==> src/rtl/fpu_sched_pkg.sv <==
// Shared types and constants for the add/sub datapath scheduler.
package fpu_sched_pkg;

  typedef enum logic [1:0] {
    IDLE,
    EXEC,
    RESP
  } sched_state_t;

  typedef enum logic {
    OP_ADD = 1'b0,
    OP_SUB = 1'b1
  } fp_op_t;

  localparam int unsigned SIGN_BIT = 31;

endpackage

==> src/rtl/rr_arbiter.sv <==
// Combinational round-robin arbiter: grants the first request at or above ptr, wrapping.
module rr_arbiter #(
  parameter int unsigned N  = 2,
  parameter int unsigned PW = (N > 1) ? $clog2(N) : 1
) (
  input  logic [N-1:0]  req,
  input  logic [PW-1:0] ptr,
  output logic [N-1:0]  gnt,
  output logic [PW-1:0] gnt_idx,
  output logic          any
);

  always_comb begin
    gnt     = '0;
    gnt_idx = '0;
    any     = 1'b0;
    for (int unsigned i = 0; i < N; i++) begin
      if (!any && req[(32'(ptr) + i) % N]) begin
        any                        = 1'b1;
        gnt[(32'(ptr) + i) % N]    = 1'b1;
        gnt_idx                    = PW'((32'(ptr) + i) % N);
      end
    end
  end

endmodule

==> src/rtl/fpu_addsub_sched.sv <==
// Shares one single-precision add/sub datapath between NREQ requesters,
// holding operands for DP_LAT cycles and returning the result to the owner.
module fpu_addsub_sched
  import fpu_sched_pkg::*;
#(
  parameter int unsigned NREQ   = 2,
  parameter int unsigned DP_LAT = 2
) (
  input  logic               clk,
  input  logic               rst,
  input  logic [NREQ-1:0]    req_valid,
  output logic [NREQ-1:0]    req_ready,
  input  logic [NREQ-1:0]    req_op,
  input  logic [NREQ*32-1:0] req_a,
  input  logic [NREQ*32-1:0] req_b,
  output logic [NREQ-1:0]    resp_valid,
  input  logic [NREQ-1:0]    resp_ready,
  output logic [31:0]        resp_result,
  output logic [31:0]        dp_data1,
  output logic [31:0]        dp_data2,
  input  logic [31:0]        dp_result,
  output logic               busy
);

  localparam int unsigned PW = $clog2(NREQ);
  localparam int unsigned CW = $clog2(DP_LAT + 1);

  sched_state_t    state_q, state_d;
  logic [PW-1:0]   ptr_q, ptr_d;
  logic [PW-1:0]   owner_q, owner_d;
  logic [31:0]     opa_q, opa_d;
  logic [31:0]     opb_q, opb_d;
  logic [31:0]     res_q, res_d;
  logic [CW-1:0]   cnt_q, cnt_d;

  logic [NREQ-1:0] gnt;
  logic [PW-1:0]   gnt_idx;
  logic            arb_any;
  logic [31:0]     sel_a, sel_b;
  logic            sel_op;

  rr_arbiter #(.N(NREQ), .PW(PW)) u_arb (
    .req     (req_valid),
    .ptr     (ptr_q),
    .gnt     (gnt),
    .gnt_idx (gnt_idx),
    .any     (arb_any)
  );

  always_ff @(posedge clk or posedge rst) begin
    if (rst) begin
      state_q <= IDLE;
      ptr_q   <= '0;
      owner_q <= '0;
      opa_q   <= '0;
      opb_q   <= '0;
      res_q   <= '0;
      cnt_q   <= '0;
    end else begin
      state_q <= state_d;
      ptr_q   <= ptr_d;
      owner_q <= owner_d;
      opa_q   <= opa_d;
      opb_q   <= opb_d;
      res_q   <= res_d;
      cnt_q   <= cnt_d;
    end
  end

  always_comb begin
    state_d = state_q;
    ptr_d   = ptr_q;
    owner_d = owner_q;
    opa_d   = opa_q;
    opb_d   = opb_q;
    res_d   = res_q;
    cnt_d   = cnt_q;
    sel_a   = '0;
    sel_b   = '0;
    sel_op  = 1'b0;
    for (int unsigned i = 0; i < NREQ; i++) begin
      if (gnt[i]) begin
        sel_a  = req_a[i*32 +: 32];
        sel_b  = req_b[i*32 +: 32];
        sel_op = req_op[i];
      end
    end
    unique case (state_q)
      IDLE: begin
        // In IDLE a grant is the handshake: req_ready mirrors gnt.
        if (arb_any) begin
          opa_d = sel_a;
          opb_d = sel_b;
          if (fp_op_t'(sel_op) == OP_SUB) opb_d[SIGN_BIT] = ~sel_b[SIGN_BIT];
          owner_d = gnt_idx;
          cnt_d   = '0;
          state_d = EXEC;
        end
      end
      EXEC: begin
        cnt_d = cnt_q + 1'b1;
        if (cnt_q == CW'(DP_LAT - 1)) begin
          res_d   = dp_result;
          state_d = RESP;
        end
      end
      RESP: begin
        if (resp_ready[owner_q]) begin
          state_d = IDLE;
          ptr_d   = (owner_q == PW'(NREQ - 1)) ? '0 : owner_q + 1'b1;
        end
      end
      default: state_d = IDLE;
    endcase
  end

  always_comb begin
    // Gated by rst so no grant is advertised while reset is held.
    req_ready  = (state_q == IDLE && !rst) ? gnt : '0;
    resp_valid = '0;
    if (state_q == RESP) resp_valid[owner_q] = 1'b1;
    resp_result = res_q;
    dp_data1    = opa_q;
    dp_data2    = opb_q;
    busy        = (state_q != IDLE);
  end

endmodule
==> config.mk <==
export PLATFORM = sky130hd
export DESIGN_NAME = fpu_addsub_sched
export DESIGN_NICKNAME = d
export VERILOG_FILES = /design/src/rtl/fpu_sched_pkg.sv /design/src/rtl/rr_arbiter.sv /design/src/rtl/fpu_addsub_sched.sv
export SDC_FILE = /design/constraint.sdc
export NUM_CORES = 1
export LEC_CHECK = 0
export CAP_MARGIN = 20
export CELL_PAD_IN_SITES_DETAIL_PLACEMENT = 0
export CELL_PAD_IN_SITES_GLOBAL_PLACEMENT = 1
export CORE_MARGIN = 2
export CORE_UTILIZATION = 31
export CTS_CLUSTER_SIZE = 24
export DETAILED_ROUTE_END_ITERATION = 8
export GPL_TIMING_DRIVEN = 0
export HOLD_SLACK_MARGIN = 0.1
export PLACE_DENSITY_LB_ADDON = 0.1
export SYNTH_ARGS = -nofsm -noshare
export SYNTH_HDL_FRONTEND = slang
export SYNTH_SLANG_ARGS = --single-unit
==> constraint.sdc <==
create_clock -name clk -period 6.4 [get_ports clk]
set_input_delay 0.64 -clock clk [delete_from_list [all_inputs] [get_ports clk]]
set_output_delay 0.64 -clock clk [all_outputs]
set_load 0.01 [all_outputs]
==> impl_table.tex, run 1 <==
\begin{tabular}{lr}
\hline
Metric & Value \\
\hline
\multicolumn{2}{l}{\textbf{Clock tree}} \\
Clock latency of the later-clocked register in the worst-skew pair & roughly 0.34 ns \\
Buffers from clock root to sink, at most & 2 \\
CTS tree & done \\
Number of buffers added for setup after CTS & 0 \\
Post-cts resize count & 0 \\
CTS clock-pin slew for the worst setup and hold paths & about 0.07 ns \\
Clock root buffer master & sky130\_fd\_sc\_hd\_\_clkbuf\_16 \\
CTS sink cnt & around 100 \\
H-tree Lvls & 3 \\
Cts-stage hold buffer count & 0 \\
TritonCTS buffer count & 9 \\
\multicolumn{2}{l}{\textbf{Global route}} \\
Maximum number of pins on one net before global-route repair & 70 \\
Vias in the first global route & between 4,000 and 5,000 \\
Initial antenna violation count & 0 \\
Wire length of the first global-routing pass & 22,360 microns \\
Overflow after GRT & 0 \\
Total routing usage reported by global routing & 17.81\% \\
\multicolumn{2}{l}{\textbf{Route}} \\
Number of vias in the routed layout & between 3,000 and 4,000 \\
Average via count per standard cell & $\sim$5 \\
Detailed-routing iteration count for the pre-antenna-repair pass & 4 \\
Total detailed-routing wirelength & $\sim$14,000 microns \\
DRC errors left & 0 \\
Initial drt markers & 149 \\
Wire per inst & around 18 microns \\
Count of antenna-violating nets left after detailed routing & 0 \\
\multicolumn{2}{l}{\textbf{Layout}} \\
Commonest cells after routing, fill and taps aside & 268 x sky130\_fd\_sc\_hd\_\_clkdlybuf4s50\_1, 102 x sky130\_fd\_sc\_hd\_\_dfrtp\_1, 97 x sky130\_fd\_sc\_hd\_\_mux2\_2 \\
Area grow syn2layout & 71.18\% \\
Leading cell type in the layout, fill and taps excluded & sky130\_fd\_sc\_hd\_\_clkdlybuf4s50\_1 \\
Share of post-route cells with drive strength above 1 & a little under a quarter \\
Post-layout nets & 775 \\
FILL cells & 1,278 \\
Diode count & 0 \\
Non-filler instance count after layout & just under 800 \\
\multicolumn{2}{l}{\textbf{Timing}} \\
Number of failing hold endpoints at the final stage & 0 \\
Final Setup Violations & 0 \\
Total Neg Setup Slack & 0 ns \\
Slew Limit Headroom & roughly 67\% \\
Worst-case clock skew & between 0.005 and 0.006 ns \\
Final max-slew violation count & 0 \\
Period minus WS final & $\sim$3.4 ns \\
Unrepaired setup endpoints after global routing & no \\
Portion of the clock cycle consumed by the worst path in the final layout & 52.65\% \\
Transition time at the pin with the least slew margin & roughly 0.50 ns \\
Highest clock rate & $\sim$300 MHz \\
\multicolumn{2}{l}{\textbf{Pwr}} \\
Power density normalized to cell area & between 400 and 500 nW/um\^{}2 \\
Total power consumption of the routed design & between 3 and 4 mW \\
Static leakage power & 3.202 nW \\
Worst ir drop on vdd & 205.9 uV \\
\multicolumn{2}{l}{\textbf{Synth}} \\
Count of cell types in the netlist & 23 \\
Combined area of all synthesized cells & between 4000 and 5000 sq um \\
Syn\_area\_per\_cell & between 10 and 15 sq um \\
Number of synthesized register bits & between 100 and 150 \\
Share of synthesized area occupied by flip-flops and latches & approximately 55\% \\
Yosys warning count & 0 \\
Gate count after technology mapping & 326 \\
Synth Net Count & between 400 and 500 \\
\multicolumn{2}{l}{\textbf{Worst setup path}} \\
R2R Path End & dp\_data1[18]\$\_DFFE\_PP0P\_ \\
Arr. time, crit path & 2.73 ns \\
R2R setup slack & 4.59 ns \\
Endpoint class of the critical path & output pin \\
CP Launch Type & primary input \\
Reg-to-reg critical path startpoint & state\_q[0]\$\_DFFE\_PP0P\_ \\
Depth of the worst register-to-register path & 4 \\
Worst EP required & around 5.8 ns \\
Setup Crit Path Kind & in -> out \\
Largest fanout on the critical path & 10 \\
\multicolumn{2}{l}{\textbf{Floorplan}} \\
Core Box Area & $\sim$15,000 sq um \\
Die outline height & roughly 130 microns \\
I/O pin count & approximately 270 \\
Die Footprint & between 15,000 and 20,000 sq um \\
Cell Rows & 44 \\
Starting density of the core & 31.81\% \\
Horizontal extent of the die & 126.1 microns \\
\multicolumn{2}{l}{\textbf{Place}} \\
Detail Placement HPWL & roughly 11,000 microns \\
Count of port buffers added during placement & around 270 \\
Total instance count after detailed placement & 779 \\
Final weighted congestion in routability-driven placement & 0.7971 \\
\multicolumn{2}{l}{\textbf{Run status}} \\
Status & completed \\
\multicolumn{2}{l}{\textbf{Worst hold path}} \\
Cell depth of the worst min-delay path & 1 \\
Class of the tightest hold or removal check & reg -> reg \\
Hold path startpoint & resp\_result[25]\$\_DFFE\_PP0P\_ \\
Hold-critical path endpoint & resp\_result[25]\$\_DFFE\_PP0P\_ \\
\multicolumn{2}{l}{\textbf{Job}} \\
Max-cap violation count & 0 \\
\hline
\end{tabular}
## final cells by class
type	count	area (sq um)	share of cell area, %
clock inverters	6	108.9	1.375
well taps	184	230.2	2.909
inverters	5	21.27	0.2688
repair buffers	269	2710	34.25
clock buffers	10	239.0	3.020
flip-flops and latches	102	2552	32.25
plain buffers	31	151.4	1.913
multi-input cells	188	1901	24.02
## registers in the layout, summed over array words and instances (netlist names)
name	count
ptr_q	1
cnt_q	2
owner_q	1
resp_result	32
state_q	2
dp_data2	32
dp_data1	32
## cells by family (layout without fill, tap and decap cells)
logic type / after synthesis / count (layout) / share of synthesized area (%)
buffers and inverters: 36 / 321 / 3.681
adders and majority gates: 1 / 1 / 0.2706
muxes: 97 / 97 / 23.63
AOI/OAI and AO/OA: 73 / 73 / 15.05
DFF: 102 / 102 / 55.21
xor gates and xnor gates: 2 / 2 / 0.3790
and+or+nand+nor: 15 / 15 / 1.786
## critical path: stages
cell and delay, ns:
sky130_fd_sc_hd__clkdlybuf4s50_1 0.50, sky130_fd_sc_hd__a21boi_1 0.25, sky130_fd_sc_hd__buf_2 0.31, sky130_fd_sc_hd__buf_2 0.28
sky130_fd_sc_hd__and3_1 0.18, sky130_fd_sc_hd__clkdlybuf4s50_1 0.56
## metal layers
| layer | wire length, microns | track usage [%] | up-vias | part of all wire, % |
|---|---|---|---|---|
| met4 | 400 | 7.240 | 0 | 2.8 |
| met5 | 0 | 0 | - | 0 |
| met1 | 5568 | 20.77 | 1906 | 39 |
| met3 | 1232 | 6.032 | 27 | 8.7 |
| met2 | 7002 | 30.14 | 171 | 49 |
| li1 | - | - | 1831 | - |
## worst max path at each step
stage | start | endpoint | slack, ns | depth (start not counted)
final | req_valid[0] | req_ready[0] | 3.03 | 6
after global routing | req_valid[0] | req_ready[0] | 2.93 | 6
after CTS | req_valid[0] | req_ready[0] | 3.00 | 6
after detailed placement | req_valid[0] | req_ready[0] | 3.00 | 6
after global placement | rst | req_ready[0] | 0.56 | 4
after floorplan | rst | req_ready[0] | 2.53 | 2
## Yosys cell counts
library cell | count | area [sq um]
sky130_fd_sc_hd__nor3_2 | 1 | 10.01
sky130_fd_sc_hd__ha_1 | 1 | 12.51
sky130_fd_sc_hd__clkbuf_1 | 5 | 18.77
sky130_fd_sc_hd__mux2_2 | 97 | 1092
sky130_fd_sc_hd__nor3_1 | 1 | 5.000
sky130_fd_sc_hd__nand3b_1 | 1 | 7.510
sky130_fd_sc_hd__or2_2 | 1 | 6.260
sky130_fd_sc_hd__a31oi_1 | 1 | 6.260
sky130_fd_sc_hd__xor2_1 | 2 | 17.52
sky130_fd_sc_hd__nor2_1 | 3 | 11.26
sky130_fd_sc_hd__dfrtp_1 | 102 | 2552
sky130_fd_sc_hd__nand2b_1 | 3 | 18.77
sky130_fd_sc_hd__a32o_1 | 64 | 640.6
sky130_fd_sc_hd__a21boi_1 | 1 | 7.510
sky130_fd_sc_hd__o22ai_1 | 2 | 12.51
sky130_fd_sc_hd__and3_1 | 2 | 12.51
sky130_fd_sc_hd__buf_1 | 4 | 15.01
sky130_fd_sc_hd__nand2_1 | 3 | 11.26
sky130_fd_sc_hd__buf_2 | 19 | 95.09
sky130_fd_sc_hd__a2bb2oi_1 | 1 | 8.760
sky130_fd_sc_hd__buf_4 | 3 | 22.52
sky130_fd_sc_hd__o21ai_0 | 4 | 20.02
sky130_fd_sc_hd__inv_1 | 5 | 18.77
## stage by stage
step / setup WS, ns / hold WS, ns / instance area [sq um] / utilization (%)
after floorplan: 2.529 / 0.5028 / 4623 / -
after global placement: 0.5602 / 0.4863 / 7536 / 51.85
after detailed placement: 3.002 / 0.4922 / 7566 / 52.06
after CTS: 2.995 / 0.5076 / 7914 / 54.45
after global routing: 2.934 / 0.5162 / 7914 / 54.45
final: 3.031 / 0.5052 / 7914 / 54.45
## power breakdown
group | internal, mW | switching [mW] | total, mW
registers | 0.962 | 0.161 | 1.12
clock network | 0.392 | 0.238 | 0.630
logic | 1.06 | 0.657 | 1.71
Power figures use the tool's default switching activity.
==> inputs of run 2 (changes only) <==
- CORE_UTILIZATION: 31 -> 26
- clock period: 6.4 -> 2.8 ns (I/O delays scaled with it)
==> impl_table.tex, run 2 (synthesis results as in run 1) <==
\begin{tabular}{lr}
\hline
Metric & Value \\
\hline
\multicolumn{2}{l}{\textbf{Place}} \\
Detail Placement HPWL & 11,370 microns (+4.6\%) \\
Dpl cell area & 7651 sq um (+1.1\%) \\
Count of port buffers added during placement & 268 (unchanged) \\
Final weighted congestion in routability-driven placement & 0.7397 (-7.2\%) \\
Post-placement setup slack & 0.04284 ns (-2.959 ns) \\
Total instance count after detailed placement & 822 (+5.5\%) \\
\multicolumn{2}{l}{\textbf{Worst setup path}} \\
Setup Crit Path Kind & in -> out \\
Endpoint class of the critical path & output pin \\
Worst EP required & 2.52 ns (-3.24 ns) \\
Arr. time, crit path & 2.33 ns (-0.40 ns) \\
CP Launch Type & primary input \\
Largest fanout on the critical path & 10 (unchanged) \\
\multicolumn{2}{l}{\textbf{Global route}} \\
Overflow after GRT & 0 (unchanged) \\
Busiest layer in global routing & met2 \\
Wire length of the first global-routing pass & 22,310 microns (-0.25\%) \\
Fraction of met3 tracks used by global routing & 6.291\% (+0.26 points) \\
Total routing usage reported by global routing & 15.40\% (-2.4 points) \\
Global-route met2 utilization & 27.28\% (-2.9 points) \\
Global routing met1 resource utilization & 16.90\% (-3.9 points) \\
Initial antenna violation count & 0 (unchanged) \\
Vias in the first global route & 4,314 (+2.2\%) \\
Maximum number of pins on one net before global-route repair & 39 (-44\%) \\
\multicolumn{2}{l}{\textbf{Layout}} \\
Share of post-route cells with drive strength above 1 & 22.88\% (+0.13 points) \\
Post-layout nets & 777 (+0.26\%) \\
Commonest cells after routing, fill and taps aside & 268 x sky130\_fd\_sc\_hd\_\_clkdlybuf4s50\_1, 102 x sky130\_fd\_sc\_hd\_\_dfrtp\_1, 97 x sky130\_fd\_sc\_hd\_\_mux2\_2 \\
Post-route cell area & 7971 sq um (+0.73\%) \\
FILL cells & 1,616 (+26\%) \\
Diode count & 0 (unchanged) \\
Non-filler instance count after layout & 837 (+5.3\%) \\
Leading cell type in the layout, fill and taps excluded & sky130\_fd\_sc\_hd\_\_clkdlybuf4s50\_1 \\
Area grow syn2layout & 72.42\% \\
\multicolumn{2}{l}{\textbf{Route}} \\
Number of vias in the routed layout & 3,952 (+0.43\%) \\
Average via count per standard cell & 4.722 (-4.6\%) \\
Initial drt markers & 208 (+40\%) \\
Total detailed-routing wirelength & 14,820 microns (+4.3\%) \\
Wire per inst & 17.70 microns (-0.91\%) \\
Detailed-routing iteration count for the pre-antenna-repair pass & 4 (unchanged) \\
DRC errors left & 0 (unchanged) \\
Count of antenna-violating nets left after detailed routing & 0 (unchanged) \\
\multicolumn{2}{l}{\textbf{Clock tree}} \\
Clock latency of the later-clocked register in the worst-skew pair & 0.35 ns (about the same) \\
Cts-stage hold buffer count & 0 (unchanged) \\
CTS sink cnt & 102 (unchanged) \\
TritonCTS buffer count & 9 (unchanged) \\
Clock root buffer master & sky130\_fd\_sc\_hd\_\_clkbuf\_16 \\
CTS tree & done \\
Buffers from clock root to sink, at most & 2 (unchanged) \\
H-tree Lvls & 3 (unchanged) \\
CTS clock-pin slew for the worst setup and hold paths & 0.07 ns (about the same) \\
\multicolumn{2}{l}{\textbf{Timing}} \\
Worst-case clock skew & 0.009391 ns (+0.003493 ns) \\
Final Setup Violations & 0 (unchanged) \\
Number of failing hold endpoints at the final stage & 0 (unchanged) \\
Unrepaired setup endpoints after global routing & no \\
Highest clock rate & around 380 MHz \\
Final worst slack & 0.1883 ns (-2.842 ns) \\
Portion of the clock cycle consumed by the worst path in the final layout & between 90 and 100\% \\
Minimum hold slack & 0.3358 ns (-0.1694 ns) \\
Slew Limit Headroom & 68.03\% (+1.0 points) \\
Final max-slew violation count & 0 (unchanged) \\
Transition time at the pin with the least slew margin & 0.4796 ns (-0.01568 ns) \\
Period minus WS final & about 2.6 ns \\
\multicolumn{2}{l}{\textbf{Floorplan}} \\
Die Footprint & 18,860 sq um (+19\%) \\
Starting density of the core & 26.64\% (-5.2 points) \\
Horizontal extent of the die & 137.3 microns (+8.9\%) \\
Core Box Area & 17,360 sq um (+19\%) \\
Die outline height & 137.3 microns (+8.9\%) \\
Cell Rows & 48 (+9.1\%) \\
I/O pin count & 269 (unchanged) \\
\multicolumn{2}{l}{\textbf{Pwr}} \\
Cell internal pwr & 5.404 mW (+120\%) \\
Power density normalized to cell area & 983.9 nW/um\^{}2 (+120\%) \\
Worst ir drop on vdd & 580.8 uV (+180\%) \\
Combinational share of power & 50.2\% (+0.8 points) \\
Power share of the sequential group & 32.8\% (+0.4 points) \\
Sw Share & 31.10\% (+0.66 points) \\
Switching pwr & 2.439 mW (+130\%) \\
Total power consumption of the routed design & 7.843 mW (+130\%) \\
Proportion of power drawn by the clock network & 17.0\% (-1.2 points) \\
Static leakage power & 3.200 nW (about the same) \\
\multicolumn{2}{l}{\textbf{Job}} \\
Max-cap violation count & 0 (unchanged) \\
\multicolumn{2}{l}{\textbf{Worst hold path}} \\
Class of the tightest hold or removal check & in -> async \\
\multicolumn{2}{l}{\textbf{Run status}} \\
Status & completed \\
\hline
\end{tabular}
==> run 2: metrics by stage <==
| step | setup TNS, ns | util (%) |
|---|---|---|
| after global placement | -1.486 | 43.74 |
| after detailed placement | 0 | 44.08 |
| after CTS | 0 | 45.88 |
| after global routing | 0 | 45.93 |
| after floorplan | 0 | - |
| final | 0 | 45.93 |
==> run 2: final timing paths <==
check	startpoint	endpoint	slack [ns]	depth (start not counted)
min reg2reg	resp_result[30]$_DFFE_PP0P_	resp_result[30]$_DFFE_PP0P_	0.50	1
min	rst	cnt_q[1]$_DFFE_PP0P_	0.34	3
min in group clk	resp_result[30]$_DFFE_PP0P_	resp_result[30]$_DFFE_PP0P_	0.50	1
max in group asynchronous	rst	dp_data2[6]$_DFFE_PP0P_	1.92	4
max	req_valid[0]	req_ready[0]	0.19	6
max reg2reg	state_q[1]$_DFFE_PP0P_	dp_data1[15]$_DFFE_PP0P_	0.94	4
==> run 2: layer usage <==
layer,vias up,share of wire (%)
met5,-,0
met4,0,1.1
met3,10,10
met2,173,50
met1,1935,39
li1,1834,-
==> run 2: power by group through the flow <==
stage / combinational (mW) / sequential, mW / clock [mW]
floorplan: 1.60 / 2.89 / 0
detailed placement: 3.99 / 2.61 / 0
finish: 3.94 / 2.57 / 1.33
global route: 4.24 / 2.68 / 1.45
CTS: 4.01 / 2.59 / 1.39
global placement: 3.95 / 2.56 / 0
==> run 2: what timing repair did <==
| action | in CTS | in global routing |
|---|---|---|
| setup endpoints to repair | 0 | 2 |
| gates resized for setup | 0 | 3 |
| buffers inserted | 0 | 1 |
==> run 2: worst max-delay path, stage by stage <==
cell and delay (ns):
sky130_fd_sc_hd__clkdlybuf4s50_1 0.49, sky130_fd_sc_hd__a21boi_1 0.29, sky130_fd_sc_hd__buf_4 0.26, sky130_fd_sc_hd__buf_2 0.26, sky130_fd_sc_hd__and3_1 0.19, sky130_fd_sc_hd__clkdlybuf4s50_1 0.55
==> run 2: layout make-up <==
cell class              count  area, sq um  area share (%)
clock buffers              10        229.0           2.872
flip-flops and latches    102         2552           32.02
inverters                   5        22.52          0.2825
clock inverters             5        82.58           1.036
multi-input cells         188         1901           23.84
plain buffers              30        152.6           1.915
well taps                 225        281.5           3.532
repair buffers            272         2750           34.50
==> variant (settings of run 2) <==
Change the parameter `NREQ` from 2 to 4.
--- a/src/rtl/fpu_addsub_sched.sv
+++ b/src/rtl/fpu_addsub_sched.sv
@@ -3,7 +3,7 @@
 module fpu_addsub_sched
   import fpu_sched_pkg::*;
 #(
-  parameter int unsigned NREQ   = 2,
+  parameter int unsigned NREQ   = 4,
   parameter int unsigned DP_LAT = 2
 ) (
   input  logic               clk,
Ports: changed (7 resized); port bits go from 269 to 407. No check against the original RTL was run, so the function may have changed too.
==> variant against run 2 <==
Sequential cell count grew 2. Core utilization grew 4.2 points. Final cell count grew 69%. Synthesized area grew 40%. Total power grew 84%. Largest power group unchanged. Largest cell class unchanged. The run now ends with setup timing left. Wire length grew 110%. Final area grew 53%. Setup slack lost 520 ps. Clock power shrank 5%.
==> variant: results (changes against run 2) <==
- Final setup viols: 67 (was 0)
- Initial antenna violation count: 4 (was 0)
- Pre-CTS setup slack: -1010 ps (was 42.8 ps)
- First-pass GRT wire length: 46300 µm (was 22300 µm)
- Net count, final: 1399 (was 777)
- Largest net degree at the start of global routing: 37 (was 39)
- Top cells by count, synth: nand2_1, dfrtp_1, nand3_1, o221ai_1, a32oi_2 (was dfrtp_1, mux2_2, a32o_1, buf_2)
- Layout cells sized above 1: 0.232 (was 0.229)
- Total global-route track usage: 0.231 (was 0.154)
- Slowest cell on the critical path: dfrtp_2 (was clkdlybuf4s50_1)
- Fillers: 2348 (was 1616)
- Outcome: finished with violations (was complete, no violations)
- Detailed Place HPWL: 23400 µm (was 11400 µm)
- Crit path max fanout: 6 (was 10)
- Vias in the first global route: 7537 (was 4314)
- Vias: 7050 (was 3952)
- Met3 Usage GRT: 0.0723 (was 0.0629)
- Critical path's largest stage delay: 410 ps (was 550 ps)
- M1 WL: 12400 µm (was 5710 µm)
- Violated checks: setup timing
- Worst-Margin Slew: 731 ps (was 480 ps)
- Worst Slack Setup Final: -329 ps (was 188 ps)
- Peak VDD IR: 503 µV (was 581 µV)
- Port-buffer cells: 403 (was 268)
- Placed Area: 11100 µm² (was 7650 µm²)
- Routability cong.: 0.811 (was 0.740)
- Wire per inst: 21.8 µm (was 17.7 µm)
- Grt met2 use: 0.409 (was 0.273)
- Seq/Total Area, Yosys: 0.401 (was 0.552)
variant: repair_timing:
item                       CTS  global route
resized for setup          107            40
gates cloned                 8             0
setup buffers               27             5
pin swaps                   10            17
setup endpoints to repair   72            68
variant: layout make-up:
type	count	area, µm²	share of cell area
antenna	4	10.0	0.000819
buffer	62	551	0.0451
clock buffer	10	229	0.0187
clock inverter	6	48.8	0.00399
inverter	12	56.3	0.00461
multi-input combinational	455	3810	0.312
sequential	104	2600	0.213
tap	324	405	0.0332
timing repair buffer	441	4500	0.368
variant: cells by family after synthesis:
kind of cell | share of synthesized area
AND/OR/NAND/NOR | 0.164
adder cells (fa/ha/maj) | 0.0231
flip-flops | 0.401
XOR/XNOR | 0.00540
multiplexers | 0.0712
AO/OA/AOI/OAI | 0.279
buffers and inverters | 0.0565
variant: final timing paths:
check                                startpoint                         end  slack [ps]  cells after the start
hold reg to reg            cnt_q[1]$_DFFE_PP0P_        cnt_q[1]$_DFFE_PP0P_         500                      2
setup / recovery           ptr_q[0]$_DFFE_PP0P_                req_ready[0]        -330                     11
hold / removal                              rst  resp_result[5]$_DFFE_PP0P_         370                      2
min in group clk                      req_b[37]     dp_data2[5]$_DFFE_PP0P_         500                      3
setup reg to reg           ptr_q[0]$_DFFE_PP0P_    dp_data2[16]$_DFFE_PP0P_        -250                     14
max in group asynchronous                   rst    dp_data1[17]$_DFFE_PP0P_        1630                      4
variant: stage by stage:
stage | std cells | util
3_3_place_gp | 1364 | 0.452
5_1_grt | 1417 | 0.501
2_1_floorplan | 637 | -
6_report | 1418 | 0.501
3_5_place_dp | 1367 | 0.455
4_1_cts | 1416 | 0.497
variant: power breakdown:
group / switching, W / internal [W]
Clock: 0.000645 / 0.000617
Sequential: 0.000450 / 0.00231
Combinational: 0.00526 / 0.00512
